**src/rtl/vram_writer.sv**
```systemverilog
// -----------------------------------------------------------------------------
// vram_writer
//   Bus-master write engine for the shared zram. Fills a byte range with a
//   constant or (optionally) copies a byte range upward in ascending order, so
//   video memory can be cleared or scrolled without CPU cycles.
//
//   Optional feature macro: VRAM_COPY_EN
//     defined   -> copy states are built; mode=1 performs a copy
//     undefined -> fill-only engine; mode, src and i_data are ignored
//
// Parameters
//   AW  address width (all address arithmetic wraps modulo 2^AW)
//   DW  data width
//
// Ports
//   clock    in   system clock, rising edge
//   reset    in   asynchronous active-high reset
//   start    in   one-cycle request, only honoured in IDLE
//   mode     in   0 = fill, 1 = copy
//   dst      in   first destination address
//   src      in   first source address (copy only)
//   length   in   byte count, 0 means 2^AW bytes
//   pattern  in   fill value
//   abort    in   synchronous cancel, no done pulse
//   address  out  zram address (registered)
//   i_data   in   zram read data, one cycle after its address
//   o_data   out  zram write data
//   we       out  zram write enable (registered)
//   busy     out  engine owns the zram port (registered)
//   done     out  one-cycle completion pulse (registered)
// -----------------------------------------------------------------------------
module vram_writer #(
    parameter int AW = 16,
    parameter int DW = 8
) (
    input  logic          clock,
    input  logic          reset,
    input  logic          start,
    input  logic          mode,
    input  logic [AW-1:0] dst,
    input  logic [AW-1:0] src,
    input  logic [AW-1:0] length,
    input  logic [DW-1:0] pattern,
    input  logic          abort,
    output logic [AW-1:0] address,
    input  logic [DW-1:0] i_data,
    output logic [DW-1:0] o_data,
    output logic          we,
    output logic          busy,
    output logic          done
);

    typedef enum logic [2:0] {
        S_IDLE    = 3'd0,
        S_FILL    = 3'd1,
        S_COPY_RD = 3'd2,
        S_COPY_WR = 3'd3,
        S_DONE    = 3'd4
    } state_t;

    localparam logic [AW-1:0] ONE = AW'(1);

    state_t        state_reg,   state_next;
    // Next destination address to be driven (dst + i for the following byte)
    logic [AW-1:0] dst_ptr_reg, dst_ptr_next;
    // Bytes still to go after the one currently on the bus. Loading length-1
    // makes length=0 naturally mean 2^AW bytes.
    logic [AW-1:0] cnt_reg,     cnt_next;
    logic [DW-1:0] pattern_reg, pattern_next;
    logic [AW-1:0] address_reg, address_next;
    logic [DW-1:0] o_data_reg,  o_data_next;
    logic          we_reg,      we_next;
    logic          busy_reg,    busy_next;
    logic          done_reg,    done_next;

`ifdef VRAM_COPY_EN
    // Next source address to be read (src + i for the following byte)
    logic [AW-1:0] src_ptr_reg, src_ptr_next;
`else
    // Fill-only build: these inputs are intentionally left without a load.
    logic unused_inputs;
    assign unused_inputs = ^{mode, src, i_data};
`endif

    // ------------------------------------------------------------------
    // State and output registers
    // ------------------------------------------------------------------
    always_ff @(posedge clock or posedge reset) begin
        if (reset) begin
            state_reg   <= S_IDLE;
            dst_ptr_reg <= '0;
            cnt_reg     <= '0;
            pattern_reg <= '0;
            address_reg <= '0;
            o_data_reg  <= '0;
            we_reg      <= 1'b0;
            busy_reg    <= 1'b0;
            done_reg    <= 1'b0;
`ifdef VRAM_COPY_EN
            src_ptr_reg <= '0;
`endif
        end else begin
            state_reg   <= state_next;
            dst_ptr_reg <= dst_ptr_next;
            cnt_reg     <= cnt_next;
            pattern_reg <= pattern_next;
            address_reg <= address_next;
            o_data_reg  <= o_data_next;
            we_reg      <= we_next;
            busy_reg    <= busy_next;
            done_reg    <= done_next;
`ifdef VRAM_COPY_EN
            src_ptr_reg <= src_ptr_next;
`endif
        end
    end

    // ------------------------------------------------------------------
    // Next-state and next-output logic. Outputs are computed one cycle
    // ahead so that the registered values describe the current state.
    // ------------------------------------------------------------------
    always_comb begin
        state_next   = state_reg;
        dst_ptr_next = dst_ptr_reg;
        cnt_next     = cnt_reg;
        pattern_next = pattern_reg;
        address_next = address_reg;   // address holds its value when idle
        o_data_next  = o_data_reg;
        we_next      = 1'b0;
        busy_next    = 1'b0;
        done_next    = 1'b0;
`ifdef VRAM_COPY_EN
        src_ptr_next = src_ptr_reg;
`endif

        case (state_reg)
            S_IDLE: begin
                // abort wins over a simultaneous start
                if (start && !abort) begin
                    pattern_next = pattern;
                    cnt_next     = length - ONE;
                    busy_next    = 1'b1;
`ifdef VRAM_COPY_EN
                    if (mode) begin
                        state_next   = S_COPY_RD;
                        address_next = src;
                        src_ptr_next = src + ONE;
                        dst_ptr_next = dst;
                    end else
`endif
                    begin
                        state_next   = S_FILL;
                        address_next = dst;
                        o_data_next  = pattern;
                        we_next      = 1'b1;
                        dst_ptr_next = dst + ONE;
                    end
                end
            end

            S_FILL: begin
                if (abort) begin
                    state_next = S_IDLE;
                end else if (cnt_reg == '0) begin
                    state_next = S_DONE;
                    done_next  = 1'b1;
                end else begin
                    address_next = dst_ptr_reg;
                    dst_ptr_next = dst_ptr_reg + ONE;
                    cnt_next     = cnt_reg - ONE;
                    o_data_next  = pattern_reg;
                    we_next      = 1'b1;
                    busy_next    = 1'b1;
                end
            end

`ifdef VRAM_COPY_EN
            S_COPY_RD: begin
                if (abort) begin
                    state_next = S_IDLE;
                end else begin
                    // Read data for this source byte arrives during COPY_WR
                    state_next   = S_COPY_WR;
                    address_next = dst_ptr_reg;
                    dst_ptr_next = dst_ptr_reg + ONE;
                    we_next      = 1'b1;
                    busy_next    = 1'b1;
                end
            end

            S_COPY_WR: begin
                if (abort) begin
                    state_next = S_IDLE;
                end else if (cnt_reg == '0) begin
                    state_next = S_DONE;
                    done_next  = 1'b1;
                end else begin
                    state_next   = S_COPY_RD;
                    address_next = src_ptr_reg;
                    src_ptr_next = src_ptr_reg + ONE;
                    cnt_next     = cnt_reg - ONE;
                    busy_next    = 1'b1;
                end
            end
`endif

            S_DONE: begin
                // start is deliberately not sampled here
                state_next = S_IDLE;
            end

            default: begin
                state_next = S_IDLE;
            end
        endcase
    end

    assign address = address_reg;
    assign we      = we_reg;
    assign busy    = busy_reg;
    assign done    = done_reg;

`ifdef VRAM_COPY_EN
    // The copy write passes read data straight through; it became valid one
    // cycle after the COPY_RD address, i.e. during this COPY_WR cycle.
    assign o_data = (state_reg == S_COPY_WR) ? i_data : o_data_reg;
`else
    assign o_data = o_data_reg;
`endif

endmodule

```
**config.mk**
```make
export PLATFORM = sky130hd
export DESIGN_NAME = vram_writer
export DESIGN_NICKNAME = d
export VERILOG_FILES = /design/src/rtl/vram_writer.sv
export SDC_FILE = /design/constraint.sdc
export NUM_CORES = 1
export LEC_CHECK = 0
export ABC_AREA = 0
export BUFFER_PORTS_ARGS = -buffer_cell sky130_fd_sc_hd__buf_4
export CAP_MARGIN = 20
export CELL_PAD_IN_SITES_DETAIL_PLACEMENT = 2
export CELL_PAD_IN_SITES_GLOBAL_PLACEMENT = 2
export CORE_ASPECT_RATIO = 0.8
export CORE_UTILIZATION = 32
export CTS_CLUSTER_DIAMETER = 60
export CTS_CLUSTER_SIZE = 14
export DETAILED_ROUTE_END_ITERATION = 6
export HOLD_SLACK_MARGIN = 0.15
export PLACE_DENSITY_LB_ADDON = 0.1
export SYNTH_ARGS = -nofsm -noshare
export SYNTH_HDL_FRONTEND = slang
export SYNTH_SLANG_ARGS = --single-unit
export TNS_END_PERCENT = 20
```
**constraint.sdc**
```tcl
create_clock -name clock -period 4.82 [get_ports clock]
set_clock_uncertainty 0.1 [all_clocks]
set_input_delay 0.482 -clock clock [delete_from_list [all_inputs] [get_ports clock]]
set_output_delay 0.482 -clock clock [all_outputs]
set_load 0.01 [all_outputs]
```
==> metrics.md <==
| Metric | Value |
|---|---|
| Status | finished clean |
| Placed insts | between 700 and 800 |
| Pins Over Slew Limit | 0 |
| HP Class | in -> async |
| Post-Syn Instances | just under 500 |
| Clk slew on worst S/H paths | ~0.060 ns |
| FP Rows | 37 |
| Post-Synth XOR/XNOR Area | 0.00834 |
| CP max stage delay | about 0.65 ns |
| RSZ-0062 raised after global routing | false |
| Clk sinks | 68 |
| Synth top area cells | dfrtp_1 41%, nand2_1 7.3%, mux2i_1 6.0% |
| Port Buffers | 70 |
| Critical path type | reg -> reg |
| Critical path arrival | 3.82 ns |
| CTS tree | built |
| Die area | between 0.01 and 0.015 mm2 |
| Post-synthesis register bit count | 68 |
| Period utilization | 0.762 |
| Total core area | 0.0128 mm2 |
| Share of post-route cells with drive strength above 1 | 0.221 |
| Setup ws final | roughly 1.1 ns |
| Netlist cell types | just over 60 |
| Avg Cell Area, Syn | 8.60 um2 |
| Post-Layout Cell Count | about 730 |
| Remaining antenna violation count after routing | 0 |
| CP Buf/Inv Count | 2 |
| Sw frac | 0.330 |
| Residual DRC | 0 |
| Mux share of post-synthesis cell area | 0.111 |
| Post-synth ARST share | 1.00 |
| Gr usage total | 0.217 |
| Number of synthesis warnings | 0 |
| Pin count of the biggest net entering global routing | 64 |
| CP top delay family | simple AND/OR/NAND/NOR gates |
| Largest family of logic cells by synthesized area | simple AND/OR/NAND/NOR gates |
| Die Y | roughly 100 um |
| First-pass GRT wire length | 22.8 mm |
| Ant diodes | 0 |
| DR vias/cell | roughly 5.5 |
| Pint | approximately 1.2 mW |
| Post-DP HPWL | 9.70 mm |
| Top-area cell type share of the netlist area | 0.405 |
| Power per cell area | around 360 mW/mm2 |
| Post-CTS resize count | 0 |
| Worst Tran Pin Value | between 1 and 1.5 ns |
| Sequential share of power | 0.420 |
| Starting DRT DRC Count | roughly 220 |
| I/O pins | 96 |
| Critical Path RT | around 5 ns |
| Crit end category | register |
| Clk Latency, worst-skew pair | 0.34 ns |
| Flop2flop setup slack | about 1.1 ns |
| Sequential area share after synthesis | 0.405 |
| Post-synth EDFFs | 0 |
| Hold Violations, Final | 0 |
| Routed wire length | roughly 14 mm |
| Pleak | 2.24 nW |
| Max_cap viols | 0 |
| Combinational share of power | 0.257 |
| Worst VDD drop | approximately 160 uV |
| Complex-gate fraction of the synthesized area | 0.198 |
| Final setup viols | 0 |
| Core Util, Final | 0.402 |
| Post-Synth Adder-Cell Area | 0.00596 |
| Clock share of power | 0.324 |
| Pre-CTS WS | approximately 1.1 ns |
| CP max stage cell | nand2b_2 |
| Startpoint types | register |
| Setup repair bufs after CTS | 0 |
| Ys flop type | dfrtp_1 |
| Max-slew headroom | 0.293 |
| Max clock buf depth | 2 |
| Switch Pwr | 0.608 mW |
| Hold buffers post-CTS | 0 |
| Initial antenna violation count | 0 |
| Total global routing overflow | 0 |
| Fmax | 272 MHz |
| TritonCTS Buffers | 9 |
| Post-layout nets | between 600 and 700 |
| Area grow syn2layout | 22.8% |
| Post-synth design cell area | approximately 0.0042 mm2 |
| Post-synthesis simple-gate area fraction | 0.234 |
| Tmin final | about 3.7 ns |
| Root Buffer | clkbuf_16 |
| Wire per inst | between 15 and 20 um |
| CTS H-tree depth | 3 |
| Vias in the first global route | ~4400 |
| Synthesized net count | 559 |
| Initial Util | 0.327 |
| Die Wd | between 100 and 150 um |
| Drt first pass iters | 4 |
| CP max FO | 25 |
| Vias | about 4000 |
| Placer Congestion | 0.761 |
| Cell accounting for the most synthesized area | dfrtp_1 |
| Post-route setup TNS | 0 ns |
| Critical-path cell list | nand2b_2 -> mux2_2 -> inv_1 -> ha_1 -> inv_1 -> a211oi_1 -> and3_1 -> mux2_2 -> a211oi_1 |
[power by group through the flow]
stage / clock network, mW / registers [mW] / logic [mW]
after global placement: 0 / 0.774 / 0.456
after CTS: 0.615 / 0.774 / 0.483
after floorplan: 0 / 0.770 / 0.280
after global routing: 0.637 / 0.790 / 0.531
after detailed placement: 0 / 0.782 / 0.481
final: 0.596 / 0.773 / 0.473
[final timing paths]
path                       cells after the start                startpoint                          to
max in group asynchronous                      3                     reset  pattern_reg[3]$_DFFE_PP0P_
min reg2reg                                    2   address[13]$_DFFE_PP0P_     address[13]$_DFFE_PP0P_
min                                            2                     reset      address[5]$_DFFE_PP0P_
max                                            9  state_reg[2]$_DFFE_PP0P_     cnt_reg[14]$_DFFE_PP0P_
max reg2reg                                    9  state_reg[2]$_DFFE_PP0P_     cnt_reg[14]$_DFFE_PP0P_
min in group clock                             2                     abort              done$_DFF_PP0_
[final cells by class]
cell class	count	area (um2)
Tap cell	175	219
Clock buffer	13	240
Clock inverter	2	12.5
Inverter	8	30.0
Multi-Input combinational cell	382	2360
Timing Repair Buffer	78	598
Fill cell	1437	7670
Sequential cell	68	1700
[cells by family (layout without fill, tap and decap cells)]
group                    after synthesis  in the layout
AO/OA/AOI/OAI                        123            123
XOR/XNOR                               4              4
adder cells (fa/ha/maj)                2              2
buffers and inverters                 38            101
flip-flops                            68             68
multiplexers                          44             44
AND/OR/NAND/NOR                      209            209
[per-stage QoR]
step	cell area, um2	hold WS [ns]	power, mW
after CTS	5160	0.230	1.87
after detailed placement	4900	0.375	1.26
final	5160	0.189	1.84
after global routing	5160	0.243	1.96
after floorplan	4200	0.342	1.05
after global placement	4900	0.365	1.23
[layer usage]
layer	global-route usage	wire (um)	vias up
met5	0	0	-
met4	0.0689	204	0
met3	0.0401	391	14
met2	0.377	6970	52
met1	0.269	6220	2029
li1	-	-	1886
[cell usage in the layout (no fill, tap or decap), drive strengths merged, types with 13 or more instances in the layout]
master,count
buf,78
clkbuf,13
a31oi,25
mux2i,25
nor2,62
mux2,19
a21oi,15
dfrtp,68
o21ai,38
nand2,82
[synthesized netlist by cell type, types with 4 or more instances]
cell type  instances
a211oi_1           5
a21oi_1           15
a31oi_1           24
and2_1             7
and3_1             4
and4b_1            4
buf_1              4
buf_2              5
clkbuf_1          19
dfrtp_1           68
inv_1              8
mux2_2            19
mux2i_1           25
nand2_1           82
nand2b_1           4
nand3_1            8
nor2_1            62
nor3_1             8
nor3b_1            4
nor4_1             6
o211ai_1           5
o21ai_0           38
o22a_1             6
xnor2_1            4
No activity file was read; power rests on OpenSTA's default activity.
